--- config.mk ---
export PLATFORM = sky130hd
export DESIGN_NAME = uart_tx_scheduler_flat
export DESIGN_NICKNAME = d
export VERILOG_FILES = /design/src/rtl/uart_tx_scheduler_if.sv /design/src/rtl/uart_tx_scheduler.sv /design/src/flat_wrapper.sv
export SDC_FILE = /design/constraint.sdc
export NUM_CORES = 1
export LEC_CHECK = 0
export ABC_AREA = 1
export CAP_MARGIN = 10
export CORE_MARGIN = 5
export CORE_UTILIZATION = 38
export CTS_BUF_LIST = sky130_fd_sc_hd__clkbuf_4 sky130_fd_sc_hd__clkbuf_8 sky130_fd_sc_hd__clkbuf_16
export CTS_CLUSTER_SIZE = 24
export DETAILED_ROUTE_END_ITERATION = 8
export GPL_TIMING_DRIVEN = 0
export PLACE_DENSITY = 0.77
export REMOVE_ABC_BUFFERS = 1
export SLEW_MARGIN = 15
export SYNTH_ARGS = -nofsm -noshare
export SYNTH_HDL_FRONTEND = slang
export SYNTH_SLANG_ARGS = --single-unit
--- constraint.sdc ---
create_clock -name clk -period 2.6 [get_ports clk]
set_input_delay 0.52 -clock clk [delete_from_list [all_inputs] [get_ports clk]]
set_output_delay 0.52 -clock clk [all_outputs]
set_load 0.005 [all_outputs]
--- src/rtl/uart_tx_scheduler_if.sv ---
// uart_tx_scheduler_if: requester byte handshake plus the UART transmitter register bus.
// master = scheduler side, slave = requesters/transmitter side.
interface uart_tx_scheduler_if #(parameter int NUM_REQ = 4);
    logic [NUM_REQ-1:0]   req_valid;
    logic [NUM_REQ-1:0]   req_last;
    logic [NUM_REQ-1:0]   req_ready;
    logic [8*NUM_REQ-1:0] req_data;
    logic [31:0]          uart_addr;
    logic                 uart_wr_en;
    logic [7:0]           uart_raw_data;
    logic [13:0]          uart_baud_divisor;
    logic                 uart_tx_en;
    logic                 uart_two_stop;
    logic                 uart_odd_parity;
    logic                 uart_byte_done;
    modport master (
        input  req_valid, req_last, req_data, uart_byte_done,
        output req_ready, uart_addr, uart_wr_en, uart_raw_data, uart_baud_divisor,
               uart_tx_en, uart_two_stop, uart_odd_parity
    );
    modport slave (
        output req_valid, req_last, req_data, uart_byte_done,
        input  req_ready, uart_addr, uart_wr_en, uart_raw_data, uart_baud_divisor,
               uart_tx_en, uart_two_stop, uart_odd_parity
    );
endinterface

--- src/rtl/uart_tx_scheduler.sv ---
// uart_tx_scheduler: round-robin, packet-granular sharing of one UART transmitter with FIFO credit tracking.
// Define UART_SCHED_TIMEOUT_EN to release a grant whose requester stays idle for TIMEOUT_CYC cycles.
module uart_tx_scheduler #(
    parameter int          NUM_REQ     = 4,
    parameter int          FIFO_DEPTH  = 8,
    parameter logic [31:0] DATA_ADDR   = 32'd0,
    parameter logic [31:0] CTRL_ADDR   = 32'd1,
    parameter logic [31:0] BAUD_ADDR   = 32'd3,
    parameter int          TIMEOUT_CYC = 64
) (
    input  logic                clk,
    input  logic                reset,
    input  logic                cfg_start_i,
    input  logic [13:0]         cfg_baud_i,
    input  logic                cfg_two_stop_i,
    input  logic                cfg_odd_parity_i,
    output logic                cfg_done_o,
    output logic                grant_valid_o,
    output logic [2:0]          grant_id_o,
    uart_tx_scheduler_if.master bus
);
    localparam int            CW   = $clog2(FIFO_DEPTH + 1);
    localparam logic [CW-1:0] FULL = CW'(FIFO_DEPTH);
    localparam logic [3:0]    NR   = 4'(NUM_REQ);

    typedef enum logic [2:0] {UNCFG, CFG_BAUD, CFG_CTRL, ARB, SEND} state_e;
    state_e state_q, state_d;

    logic [7:0]    valid_pad, last_pad;
    logic [63:0]   data_pad;
    logic [2:0]    rr_q, rr_d, gnt_q, gnt_d, pick;
    logic [3:0]    s;
    logic          any_valid, cur_valid, accept, timeout, release_g, cfg_go;
    logic [CW-1:0] credit_q, credit_d;
    logic [13:0]   baud_q;
    logic          two_stop_q, odd_q;
    logic          tx_en_q, tx_en_d, wr_en_q, wr_en_d;
    logic          cfg_done_q, cfg_done_d, gvalid_q, gvalid_d;
    logic [31:0]   addr_q, addr_d;
    logic [7:0]    data_q, data_d;

    assign valid_pad = 8'(bus.req_valid);
    assign last_pad  = 8'(bus.req_last);
    assign data_pad  = 64'(bus.req_data);
    assign cur_valid = valid_pad[gnt_q];
    assign accept    = state_q == SEND && cur_valid && credit_q != '0;
    assign release_g = (accept && last_pad[gnt_q]) || timeout;
    assign cfg_go    = cfg_start_i && (state_q == UNCFG || state_q == ARB);

`ifdef UART_SCHED_TIMEOUT_EN
    localparam int TW = $clog2(TIMEOUT_CYC + 1);
    logic [TW-1:0] idle_q;
    // Counts idle cycles of the granted requester; the TIMEOUT_CYC-th idle cycle releases the grant.
    assign timeout = state_q == SEND && !cur_valid && idle_q == TW'(TIMEOUT_CYC - 1);
    always_ff @(posedge clk)
        if (reset || state_q != SEND || accept || timeout) idle_q <= '0;
        else if (!cur_valid) idle_q <= idle_q + TW'(1);
`else
    assign timeout = 1'b0;
`endif

    // First valid requester at or after the rr pointer; lowest offset wins.
    always_comb begin
        pick      = '0;
        any_valid = 1'b0;
        s         = '0;
        for (int k = NUM_REQ - 1; k >= 0; k--) begin
            s = {1'b0, rr_q} + 4'(k);
            if (s >= NR) s = s - NR;
            if (valid_pad[s[2:0]]) begin
                pick      = s[2:0];
                any_valid = 1'b1;
            end
        end
    end

    always_ff @(posedge clk) state_q <= reset ? UNCFG : state_d;

    always_comb begin
        state_d = state_q;
        case (state_q)
            UNCFG:    state_d = cfg_start_i ? CFG_BAUD : UNCFG;
            CFG_BAUD: state_d = CFG_CTRL;
            CFG_CTRL: state_d = ARB;
            ARB:      state_d = cfg_start_i ? CFG_BAUD : any_valid ? SEND : ARB;
            SEND:     state_d = release_g ? ARB : SEND;
            default:  state_d = UNCFG;
        endcase
    end

    // Bus outputs are registered: each decision shows up on the bus the following cycle.
    always_comb begin
        wr_en_d    = state_q == CFG_BAUD || state_q == CFG_CTRL || accept;
        addr_d     = state_q == CFG_BAUD ? BAUD_ADDR : state_q == CFG_CTRL ? CTRL_ADDR : accept ? DATA_ADDR : '0;
        data_d     = accept ? data_pad[{gnt_q, 3'b000} +: 8] : '0;
        tx_en_d    = tx_en_q || state_q == CFG_CTRL;
        cfg_done_d = cfg_done_q || state_q == CFG_CTRL;
        gvalid_d   = state_d == SEND;
        gnt_d      = state_q == ARB && state_d == SEND ? pick : gnt_q;
        rr_d       = release_g ? (gnt_q == 3'(NUM_REQ - 1) ? 3'd0 : gnt_q + 3'd1) : rr_q;
        credit_d   = cfg_go ? FULL
                   : accept && !bus.uart_byte_done ? credit_q - CW'(1)
                   : !accept && bus.uart_byte_done && credit_q != FULL ? credit_q + CW'(1)
                   : credit_q;
    end

    always_ff @(posedge clk)
        if (reset) begin
            credit_q   <= FULL;
            rr_q       <= '0;
            gnt_q      <= '0;
            gvalid_q   <= 1'b0;
            cfg_done_q <= 1'b0;
            tx_en_q    <= 1'b0;
            wr_en_q    <= 1'b0;
            addr_q     <= '0;
            data_q     <= '0;
            baud_q     <= '0;
            two_stop_q <= 1'b0;
            odd_q      <= 1'b0;
        end else begin
            credit_q   <= credit_d;
            rr_q       <= rr_d;
            gnt_q      <= gnt_d;
            gvalid_q   <= gvalid_d;
            cfg_done_q <= cfg_done_d;
            tx_en_q    <= tx_en_d;
            wr_en_q    <= wr_en_d;
            addr_q     <= addr_d;
            data_q     <= data_d;
            if (cfg_go) begin
                baud_q     <= cfg_baud_i;
                two_stop_q <= cfg_two_stop_i;
                odd_q      <= cfg_odd_parity_i;
            end
        end

    for (genvar i = 0; i < NUM_REQ; i++) begin : g_ready
        assign bus.req_ready[i] = accept && gnt_q == 3'(i);
    end

    assign bus.uart_wr_en        = wr_en_q;
    assign bus.uart_addr         = addr_q;
    assign bus.uart_raw_data     = data_q;
    assign bus.uart_baud_divisor = baud_q;
    assign bus.uart_tx_en        = tx_en_q;
    assign bus.uart_two_stop     = two_stop_q;
    assign bus.uart_odd_parity   = odd_q;
    assign cfg_done_o            = cfg_done_q;
    assign grant_valid_o         = gvalid_q;
    assign grant_id_o            = gnt_q;
endmodule
--- src/flat_wrapper.sv ---
// flat-port wrapper written by rule: the top's interface ports become plain ports
module uart_tx_scheduler_flat 
#(
    parameter int          NUM_REQ     = 4,
    parameter int          FIFO_DEPTH  = 8,
    parameter logic [31:0] DATA_ADDR   = 32'd0,
    parameter logic [31:0] CTRL_ADDR   = 32'd1,
    parameter logic [31:0] BAUD_ADDR   = 32'd3,
    parameter int          TIMEOUT_CYC = 64
)
  (clk, reset, cfg_start_i, cfg_baud_i, cfg_two_stop_i, cfg_odd_parity_i, cfg_done_o, grant_valid_o, grant_id_o, bus_req_valid, bus_req_last, bus_req_data, bus_uart_byte_done, bus_req_ready, bus_uart_addr, bus_uart_wr_en, bus_uart_raw_data, bus_uart_baud_divisor, bus_uart_tx_en, bus_uart_two_stop, bus_uart_odd_parity);
  uart_tx_scheduler_if #(.NUM_REQ(NUM_REQ)) bus_i ();
  input  logic clk;
  input  logic reset;
  input  logic cfg_start_i;
  input  logic [13:0] cfg_baud_i;
  input  logic cfg_two_stop_i;
  input  logic cfg_odd_parity_i;
  output logic cfg_done_o;
  output logic grant_valid_o;
  output logic [2:0] grant_id_o;
  input wire logic [$bits(bus_i.req_valid)-1:0] bus_req_valid;
  input wire logic [$bits(bus_i.req_last)-1:0] bus_req_last;
  input wire logic [$bits(bus_i.req_data)-1:0] bus_req_data;
  input wire logic [$bits(bus_i.uart_byte_done)-1:0] bus_uart_byte_done;
  output wire logic [$bits(bus_i.req_ready)-1:0] bus_req_ready;
  output wire logic [$bits(bus_i.uart_addr)-1:0] bus_uart_addr;
  output wire logic [$bits(bus_i.uart_wr_en)-1:0] bus_uart_wr_en;
  output wire logic [$bits(bus_i.uart_raw_data)-1:0] bus_uart_raw_data;
  output wire logic [$bits(bus_i.uart_baud_divisor)-1:0] bus_uart_baud_divisor;
  output wire logic [$bits(bus_i.uart_tx_en)-1:0] bus_uart_tx_en;
  output wire logic [$bits(bus_i.uart_two_stop)-1:0] bus_uart_two_stop;
  output wire logic [$bits(bus_i.uart_odd_parity)-1:0] bus_uart_odd_parity;
  assign bus_i.req_valid = bus_req_valid;
  assign bus_i.req_last = bus_req_last;
  assign bus_i.req_data = bus_req_data;
  assign bus_i.uart_byte_done = bus_uart_byte_done;
  assign bus_req_ready = bus_i.req_ready;
  assign bus_uart_addr = bus_i.uart_addr;
  assign bus_uart_wr_en = bus_i.uart_wr_en;
  assign bus_uart_raw_data = bus_i.uart_raw_data;
  assign bus_uart_baud_divisor = bus_i.uart_baud_divisor;
  assign bus_uart_tx_en = bus_i.uart_tx_en;
  assign bus_uart_two_stop = bus_i.uart_two_stop;
  assign bus_uart_odd_parity = bus_i.uart_odd_parity;
  uart_tx_scheduler #(.NUM_REQ(NUM_REQ), .FIFO_DEPTH(FIFO_DEPTH), .DATA_ADDR(DATA_ADDR), .CTRL_ADDR(CTRL_ADDR), .BAUD_ADDR(BAUD_ADDR), .TIMEOUT_CYC(TIMEOUT_CYC)) u_core (.clk(clk), .reset(reset), .cfg_start_i(cfg_start_i), .cfg_baud_i(cfg_baud_i), .cfg_two_stop_i(cfg_two_stop_i), .cfg_odd_parity_i(cfg_odd_parity_i), .cfg_done_o(cfg_done_o), .grant_valid_o(grant_valid_o), .grant_id_o(grant_id_o), .bus(bus_i));
endmodule
After elaboration in Yosys (flattened, before gate mapping)
Cells that the tools add are included.

word-level totals
  register bits = 73
  logic and storage cells = 104
  output and inout port bits = 67
  input port bits = 60

operators by class
  equality and inequality tests = 9
  order comparisons = 9
  bitwise gates (word level) = 1
  add/sub/neg operators = 10
  reduce and logical (&&, ||, !) cells = 26
  shift operators = 1
  mux-type cells = 34

operators with widths
  operator               number
  $shiftx A64 B7 Y8      1
  $mux W3                12
  $lt A3 B4 Y1 const B   5
  $bmux W1 S3            6
  $pmux W3 S5            1
  $eq A3 B2 Y1 const B   4
  $ge A4 B3 Y1 const B   3
  $logic_and A1 B1 Y1    12
  $mux W1                12
  $sub A3 B3 Y3 const B  4
  $add A3 B2 Y4 const B  2
  $mux W4                2
  $eq A3 B1 Y1 const B   2
  $eq A3 B3 Y1 const B   2
  $logic_not A3 Y1       2
  $reduce_or A2 Y1       3
  $logic_or A1 B1 Y1     5
  $add A3 B1 Y4 const B  1
  $add A4 B1 Y4 const B  1
  $ne A4 B4 Y1 const B   1
  $reduce_bool A4 Y1     1
  $sub A4 B1 Y4 const B  1
  $add A3 B1 Y3 const B  1
  $ge A3 B3 Y1 const B   1
  other kinds (4)        5

Longest topological paths before layout
Gate-level depths: netlist (run 1).

  depth in word-level cells = 14
  gate-level depth with buffers = 14
  gate-level depth less buffers = 14

Worst setup path after synthesis (run 1)
OpenSTA, ideal clock, no wires.

  path kind = reg2reg
  start = reg u_core.gnt_q[1] (netlist: u_core.grant_id_o[1])
  end = reg u_core.credit_q[3]
  setup slack = 0.670 ns
  arrival time = 1.805 ns
  library setup time = 0.124 ns
  path buffers = 1
  period minus slack after synthesis = 1.930 ns
  stages on the path, launching flop included = 13
  required time = 2.476 ns
  cells stage by stage = dfxtp_1 > buf_2 > o21ai_1 > o21ai_1 > nand2_2 > nor2_4 > ha_1 > a21oi_1 > nand2_1 > nand4_1 > nand2_1 > nand2_1 > nand3_1

on the way
  cells in the longest elaborated chain, start to end = 8
  elaborated cells between the ends (all ways) = 10
  those cells by class = mux: 3; reduce/logical: 7

RTL lines
  element                              line                      RTL
  start: declaration                   uart_tx_scheduler.sv:31   logic [2:0] rr_q, rr_d, gnt_q, gnt_d, pick;
  start signal: assignment             uart_tx_scheduler.sv:124  gnt_q <= gnt_d;
  $bmux W1 S3 *                        uart_tx_scheduler.sv:45   assign cur_valid = valid_pad[gnt_q];
  $mux W1 (not written as such) *      uart_tx_scheduler.sv:45
  $logic_and A1 B1 Y1 * (2 in series)  uart_tx_scheduler.sv:46   assign accept = state_q == SEND && cur_valid && credit_q != '0;
  $logic_not A1 Y1                     uart_tx_scheduler.sv:103  : !accept && bus.uart_byte_done && credit_q != FULL ? credit_q + CW'(1)
  $logic_and A1 B1 Y1 (2 in series)    uart_tx_scheduler.sv:103
  $reduce_bool A2 Y1 (no source line)  -
  end signal: assignment               uart_tx_scheduler.sv:122  credit_q <= credit_d;
  end: declaration                     uart_tx_scheduler.sv:34   logic [CW-1:0] credit_q, credit_d;

Mark *: on every way between the ends. The rest lies on a longest branch, timed or not. The select of a mux whose other input is x is not followed.
A chain may end at the register's enable or synchronous reset.

Worst setup path in the final report (run 1)
  start = in bus_req_valid[3]
  end = out bus_req_ready[2]

on the way
  cells in the longest elaborated chain, start to end = 5

RTL lines
  element                            line                      RTL
  start: declaration                 flat_wrapper.sv:22        input wire logic [$bits(bus_i.req_valid)-1:0] bus_req_valid;
  $bmux W1 S3                        uart_tx_scheduler.sv:45
  $mux W1 (not written as such)      uart_tx_scheduler.sv:45
  $logic_and A1 B1 Y1 (2 in series)  uart_tx_scheduler.sv:46
  $logic_and A1 B1 Y1                uart_tx_scheduler.sv:139  assign bus.req_ready[i] = accept && gnt_q == 3'(i);
  end: declaration                   flat_wrapper.sv:26        output wire logic [$bits(bus_i.req_ready)-1:0] bus_req_ready;

Every way passes these cells. The select of a mux whose other input is x is not followed.

==> results of run 1 <==
## flip-flops by register name, indices dropped and copies added, names as in the netlist
name                          flops
u_core.bus.uart_odd_parity        1
u_core.bus.uart_wr_en             1
u_core.credit_q                   4
u_core.bus.uart_two_stop          1
u_core.grant_valid_o              1
u_core.rr_q                       3
u_core.bus.uart_tx_en             1
u_core.bus.uart_addr              2
u_core.state_q                    3
u_core.cfg_done_o                 1
u_core.bus.uart_raw_data          8
u_core.grant_id_o                 3
u_core.bus.uart_baud_divisor     14
## path summary, 6_finish.rpt
path	slack, ns	start	cells after the start	to
min	0.46	u_core.bus.uart_tx_en	2	u_core.bus.uart_tx_en
max reg2reg	0.21	u_core.grant_id_o[1]	13	u_core.credit_q[3]
min reg2reg	0.46	u_core.bus.uart_tx_en	2	u_core.bus.uart_tx_en
max	0.08	bus_req_valid[3]	6	bus_req_ready[2]
## critical path, cell delays in order
cell and delay (ns):
clkdlybuf4s50_1 0.51, nor2_1 0.07, o21ai_2 0.16, nand2_2 0.13, nor2_2 0.10, clkdlybuf4s50_1 0.50
## through the flow
step / power [mW] / utilization (%) / setup slack, ns
after floorplan: 0.875 / - / 0.109
after global placement: 1.07 / 53.1 / -0.497
after detailed placement: 1.07 / 53.1 / -0.523
after CTS: 1.51 / 55.4 / 0.0136
after global routing: 1.59 / 56.0 / 0.00252
final: 1.49 / 56.0 / 0.0780
## Yosys cell counts
library cell and instances:
nor3_2 1, nor3_1 1, a21oi_2 1, nand2_4 1, nand4_1 3, buf_4 32
dfxtp_1 43, conb_1 1, o21ai_1 4, o211ai_1 1, a31oi_1 1, buf_2 2
inv_2 9, clkbuf_1 7, xor2_1 1, ha_1 8, nand2_2 3, fa_1 1
a221oi_2 8, nand3_2 2, o21ai_0 20, nor2_4 1, a21boi_1 1, inv_1 22
nand2_1 65, a21oi_1 28, nand3_1 17, o21ai_2 1, nor2_1 62
## logic make-up (layout without fill, tap and decap cells)
group                    Yosys count  count (layout)  share of synthesized area [%]
flip-flops                        43              43                           35.0
buffers and inverters             72             144                           16.0
adder cells (fa/ha/maj)            9               9                           4.88
AND/OR/NAND/NOR                  156             156                           26.7
AO/OA/AOI/OAI                     65              65                           17.0
other                              1              30                          0.152
XOR/XNOR                           1               1                          0.356
## timing repair
item,CTS,global route
pin swaps,1,2
hold endpoints to repair,0,0
endpoints found under the setup margin,8,5
gates cloned,1,0
buffers inserted,5,3
gates resized for setup,6,7
## per-layer routing
layer	vias to the layer above	GRT usage [%]
met5	-	0
met4	0	3.35
met3	5	6.83
met2	111	25.7
met1	1119	19.3
li1	1259	-
## report_power, final
group	switching (mW)	internal, mW
clock network	0.232	0.198
logic	0.154	0.187
registers	0.0236	0.698
## layout make-up
type                            count  area (um^2)  area share (%)
Tap cell                           77         96.3            2.72
Clock buffer                        6         76.3            2.16
Timing Repair Buffer              104         1030            29.1
Timing Repair inverter              1         5.00           0.142
Clock inverter                      2         12.5           0.354
Multi-Input combinational cell    261         1330            37.5
Sequential cell                    43          866            24.5
Inverter                           31          124            3.50
==> impl_metrics.py, run 1 <==
metrics = {
    "timing": {
        "rsz0062_at_grt": "false",
        "tightest_slew_ns": 0.613,
        "fin_skew_ns": 0.00272,
        "tns_ns": 0,
        "setup_viol_count_final": 0,
        "layout_min_cycle_time_ns": 2.52,
        "fmaxAchievable_mhz": 397,
        "finalMaxSlewViolations": 0,
        "relSlewSlack_pct": 59.1,
        "timing.final.crit_share_pct": 97.0,
        "finalHoldViolations": 0,
        "holdWs_ns": 0.458,
    },
    "cts": {
        "cts_hold_buf": 0,
        "cts_buffer_depth": 2,
        "clkTransAtPathRegs_ns": 0.08,
        "worstSkewPairLatency_ns": 0.29,
        "h-tree-depth": 2,
        "cts_buffers": 5,
        "cts_sinks": 43,
        "root_buffer": "clkbuf_8",
        "cts_tree": "done",
    },
    "grt": {
        "grt_start_max_net_pins": 26,
        "grt_pass1_wl_um": 11000,
        "grt_overflow_total": 0,
        "grt_pass1_vias": 2399,
        "antenna_found_initial": 0,
        "grt_usage_pct": 15.8,
    },
    "routing": {
        "drt_drc_violations_left": 0,
        "vias": 2494,
        "ant_nets": 0,
        "met1_length_um": 2910,
        "wirelength_um": 6770,
        "dr_wl_met2_um": 3060,
        "dr.pass1.iters": 4,
        "wire_per_inst_um": 12.9,
        "drt_iter0_markers": 82,
        "top_layer": "met4",
        "drt-vias-per-instance": 4.75,
        "met3_length_um": 748,
    },
    "die": {
        "die_w_um": 90.5,
        "io_pins": 127,
        "die-height_um": 90.5,
        "row_count": 29,
        "start_util_pct": 39.0,
        "design.core.area_mm2": 0.00631,
        "die-area_mm2": 0.00819,
    },
    "logic_synthesis": {
        "synth_area_leader_cell": "dfxtp_1",
        "yosysSeqAreaShare_pct": 35.0,
        "synth.top_cell.area_share_pct": 35.0,
        "yosysUniqueCellTypes": 29,
        "syn-mean-instance-area_um2": 7.10,
        "yosys_warnings": 0,
        "synth_seq_cells": 43,
        "synth_area_mm2": 0.00246,
        "syn_inst": 347,
        "synthTopCellsByArea": "dfxtp_1, nand2_1, buf_4, nor2_1, a21oi_1",
    },
    "final_layout": {
        "final_common_cell": "clkdlybuf4s50_1",
        "final_area_mm2": 0.00354,
        "area_growth_syn_to_layout_pct": 43.6,
        "nets": 516,
        "drive_above_1_share_pct": 11.4,
        "insertedDiodeCount": 0,
        "finalNonFillerCells": 525,
        "fill_cells": 599,
        "layout_common_cells": "clkdlybuf4s50_1, nand2_1, nor2_1, dfxtp_1, conb_1",
    },
    "power": {
        "ir_drop_v": 0.000281,
        "power.density_mw_per_mm2": 422,
        "p_leak_nw": 1.62,
    },
    "setup_path": {
        "cp_max_fo": 5,
        "cp-end-kind": "primary output",
        "cp.arrival_ns": 2.00,
        "path_class": "in2out",
        "required_ns": 2.08,
        "setup.worst_path.start_class": "input pin",
    },
    "placed_design": {
        "hpwl_um": 4980,
        "port_buffers": 96,
        "place_congestion": 0.817,
        "dpl-instance-area_mm2": 0.00335,
        "dp_cells": 508,
    },
    "status": {
        "status": "complete, no violations",
    },
    "worst_hold_path": {
        "min_path_type": "reg2reg",
    },
    "flow_run": {
        "maxCapViolations": 0,
    },
}
(Power assumes the default switching activity.)
==> run 2, diff against run 1 <==
--- a/config.mk
+++ b/config.mk
@@ -8,7 +8,7 @@
 export ABC_AREA = 1
 export CAP_MARGIN = 10
 export CORE_MARGIN = 5
-export CORE_UTILIZATION = 38
+export CORE_UTILIZATION = 36
 export CTS_BUF_LIST = sky130_fd_sc_hd__clkbuf_4 sky130_fd_sc_hd__clkbuf_8 sky130_fd_sc_hd__clkbuf_16
 export CTS_CLUSTER_SIZE = 24
 export DETAILED_ROUTE_END_ITERATION = 8
==> constraint.sdc (replaced) <==
create_clock -name clk -period 2.3 [get_ports clk]
set_input_delay 0.46 -clock clk [delete_from_list [all_inputs] [get_ports clk]]
set_output_delay 0.46 -clock clk [all_outputs]
set_load 0.005 [all_outputs]
==> impl_metrics.py, run 2 (synthesis results as in run 1) <==
metrics = {
    "final_layout": {
        "insertedDiodeCount": 0,
        "largest_reg_flops": 14,
        "drive_above_1_share_pct": 13.6,
        "area_growth_syn_to_layout_pct": 46.8,
        "layout_common_cells": "clkdlybuf4s50_1, nand2_1, nor2_1, dfxtp_1, conb_1",
        "nets": 524,
        "final_common_cell": "clkdlybuf4s50_1",
        "finalNonFillerCells": 536,
    },
    "routing": {
        "vias": 2496,
        "ant_nets": 0,
        "dr.pass1.iters": 4,
        "wire_per_inst_um": 12.9,
        "drt-vias-per-instance": 4.66,
        "wirelength_um": 6910,
        "drt_drc_violations_left": 0,
        "drt_iter0_markers": 111,
    },
    "die": {
        "die-area_mm2": 0.00859,
        "design.core.area_mm2": 0.00672,
        "die_w_um": 92.7,
        "row_count": 30,
        "die-height_um": 92.7,
        "io_pins": 127,
        "start_util_pct": 36.6,
    },
    "timing": {
        "timing.final.crit_share_pct": 93.9,
        "fin_skew_ns": 0.00576,
        "fmaxAchievable_mhz": 463,
        "worst_slack_ns": 0.140,
        "setup_viol_count_final": 0,
        "layout_min_cycle_time_ns": 2.16,
        "holdWs_ns": 0.459,
        "rsz0062_at_grt": "false",
        "relSlewSlack_pct": 61.5,
        "finalMaxSlewViolations": 0,
        "finalHoldViolations": 0,
        "tightest_slew_ns": 0.578,
    },
    "placed_design": {
        "dp_cells": 511,
        "place_congestion": 0.800,
        "hpwl_um": 4940,
        "port_buffers": 96,
        "dp_slack_ns": -0.846,
    },
    "cts": {
        "worstSkewPairLatency_ns": 0.31,
        "cts_buffers": 5,
        "clkTransAtPathRegs_ns": 0.10,
        "cts_buffer_depth": 2,
        "cts_sinks": 43,
        "h-tree-depth": 2,
        "cts_tree": "done",
        "root_buffer": "clkbuf_8",
    },
    "setup_path": {
        "setup.worst_path.start_class": "flip-flop",
        "cp.arrival_ns": 1.70,
        "cp-end-kind": "primary output",
        "cp_max_fo": 13,
        "required_ns": 1.84,
        "path_class": "reg2out",
    },
    "power": {
        "ir_drop_v": 0.000274,
        "power.density_mw_per_mm2": 480,
        "finalPower_mw": 1.73,
        "p_leak_nw": 1.65,
    },
    "grt": {
        "grt_usage_pct": 15.8,
        "antenna_found_initial": 0,
        "grt_pass1_wl_um": 11100,
        "grt_overflow_total": 0,
        "grt_start_max_net_pins": 23,
        "grt_pass1_vias": 2466,
    },
    "worst_hold_path": {
        "min_path_type": "reg2reg",
    },
    "flow_run": {
        "maxCapViolations": 0,
    },
    "status": {
        "status": "complete, no violations",
    },
}
## run 2: final cells by class
cell class	count	area, um^2
clock inverter	3	26.3
multi-input combinational	261	1340
timing repair inverter	1	5.00
tap	80	100
fill	639	3100
clock buffer	5	68.8
timing repair buffer	112	1080
sequential	43	870
inverter	31	124
## run 2: timing repair
action	CTS	global route
pin swaps	2	5
resized for setup	13	8
endpoints found under the setup margin	25	5
hold buffers	0	0
setup buffers	10	6
gates cloned	1	0
## run 2: through the flow
step / setup TNS, ns / utilization, % / instance area [um^2]
5_1_grt: 0 / 53.8 / 3610
3_5_place_dp: -9.04 / 49.9 / 3360
4_1_cts: -0.0123 / 52.7 / 3540
2_1_floorplan: -0.192 / - / 2290
6_report: 0 / 53.8 / 3610
3_3_place_gp: -7.64 / 49.9 / 3360
## run 2: worst max-delay path: stages, from the launching register on
cell and delay (ns):
dfxtp_4 0.46, clkinvlp_4 0.16, nand2_1 0.08, nand2_1 0.05, nand2_1 0.05, o21ai_1 0.07
nand2_2 0.10, buf_4 0.13, nor2_1 0.03, dlygate4sd2_1 0.27
## run 2: worst paths after layout
kind	from	endpoint	slack (ns)	depth (start not counted)
max reg2reg	u_core.grant_id_o[0]	u_core.credit_q[3]	0.22	15
max	u_core.grant_id_o[0]	bus_req_ready[0]	0.14	9
min	u_core.cfg_done_o	u_core.cfg_done_o	0.46	2
min reg2reg	u_core.cfg_done_o	u_core.cfg_done_o	0.46	2
## run 2: where the power goes
part	internal (mW)	switching [mW]
Sequential	0.789	0.0273
Clock	0.224	0.308
Combinational	0.213	0.172
## run 2: layer usage
| metal | vias to the layer above | global-route usage [%] | share of wire, % |
|---|---|---|---|
| li1 | 1276 | - | - |
| met1 | 1114 | 16.9 | 41 |
| met2 | 99 | 28.0 | 47 |
| met3 | 7 | 7.80 | 11 |
| met4 | 0 | 3.79 | 1.0 |
| met5 | - | 0 | 0 |
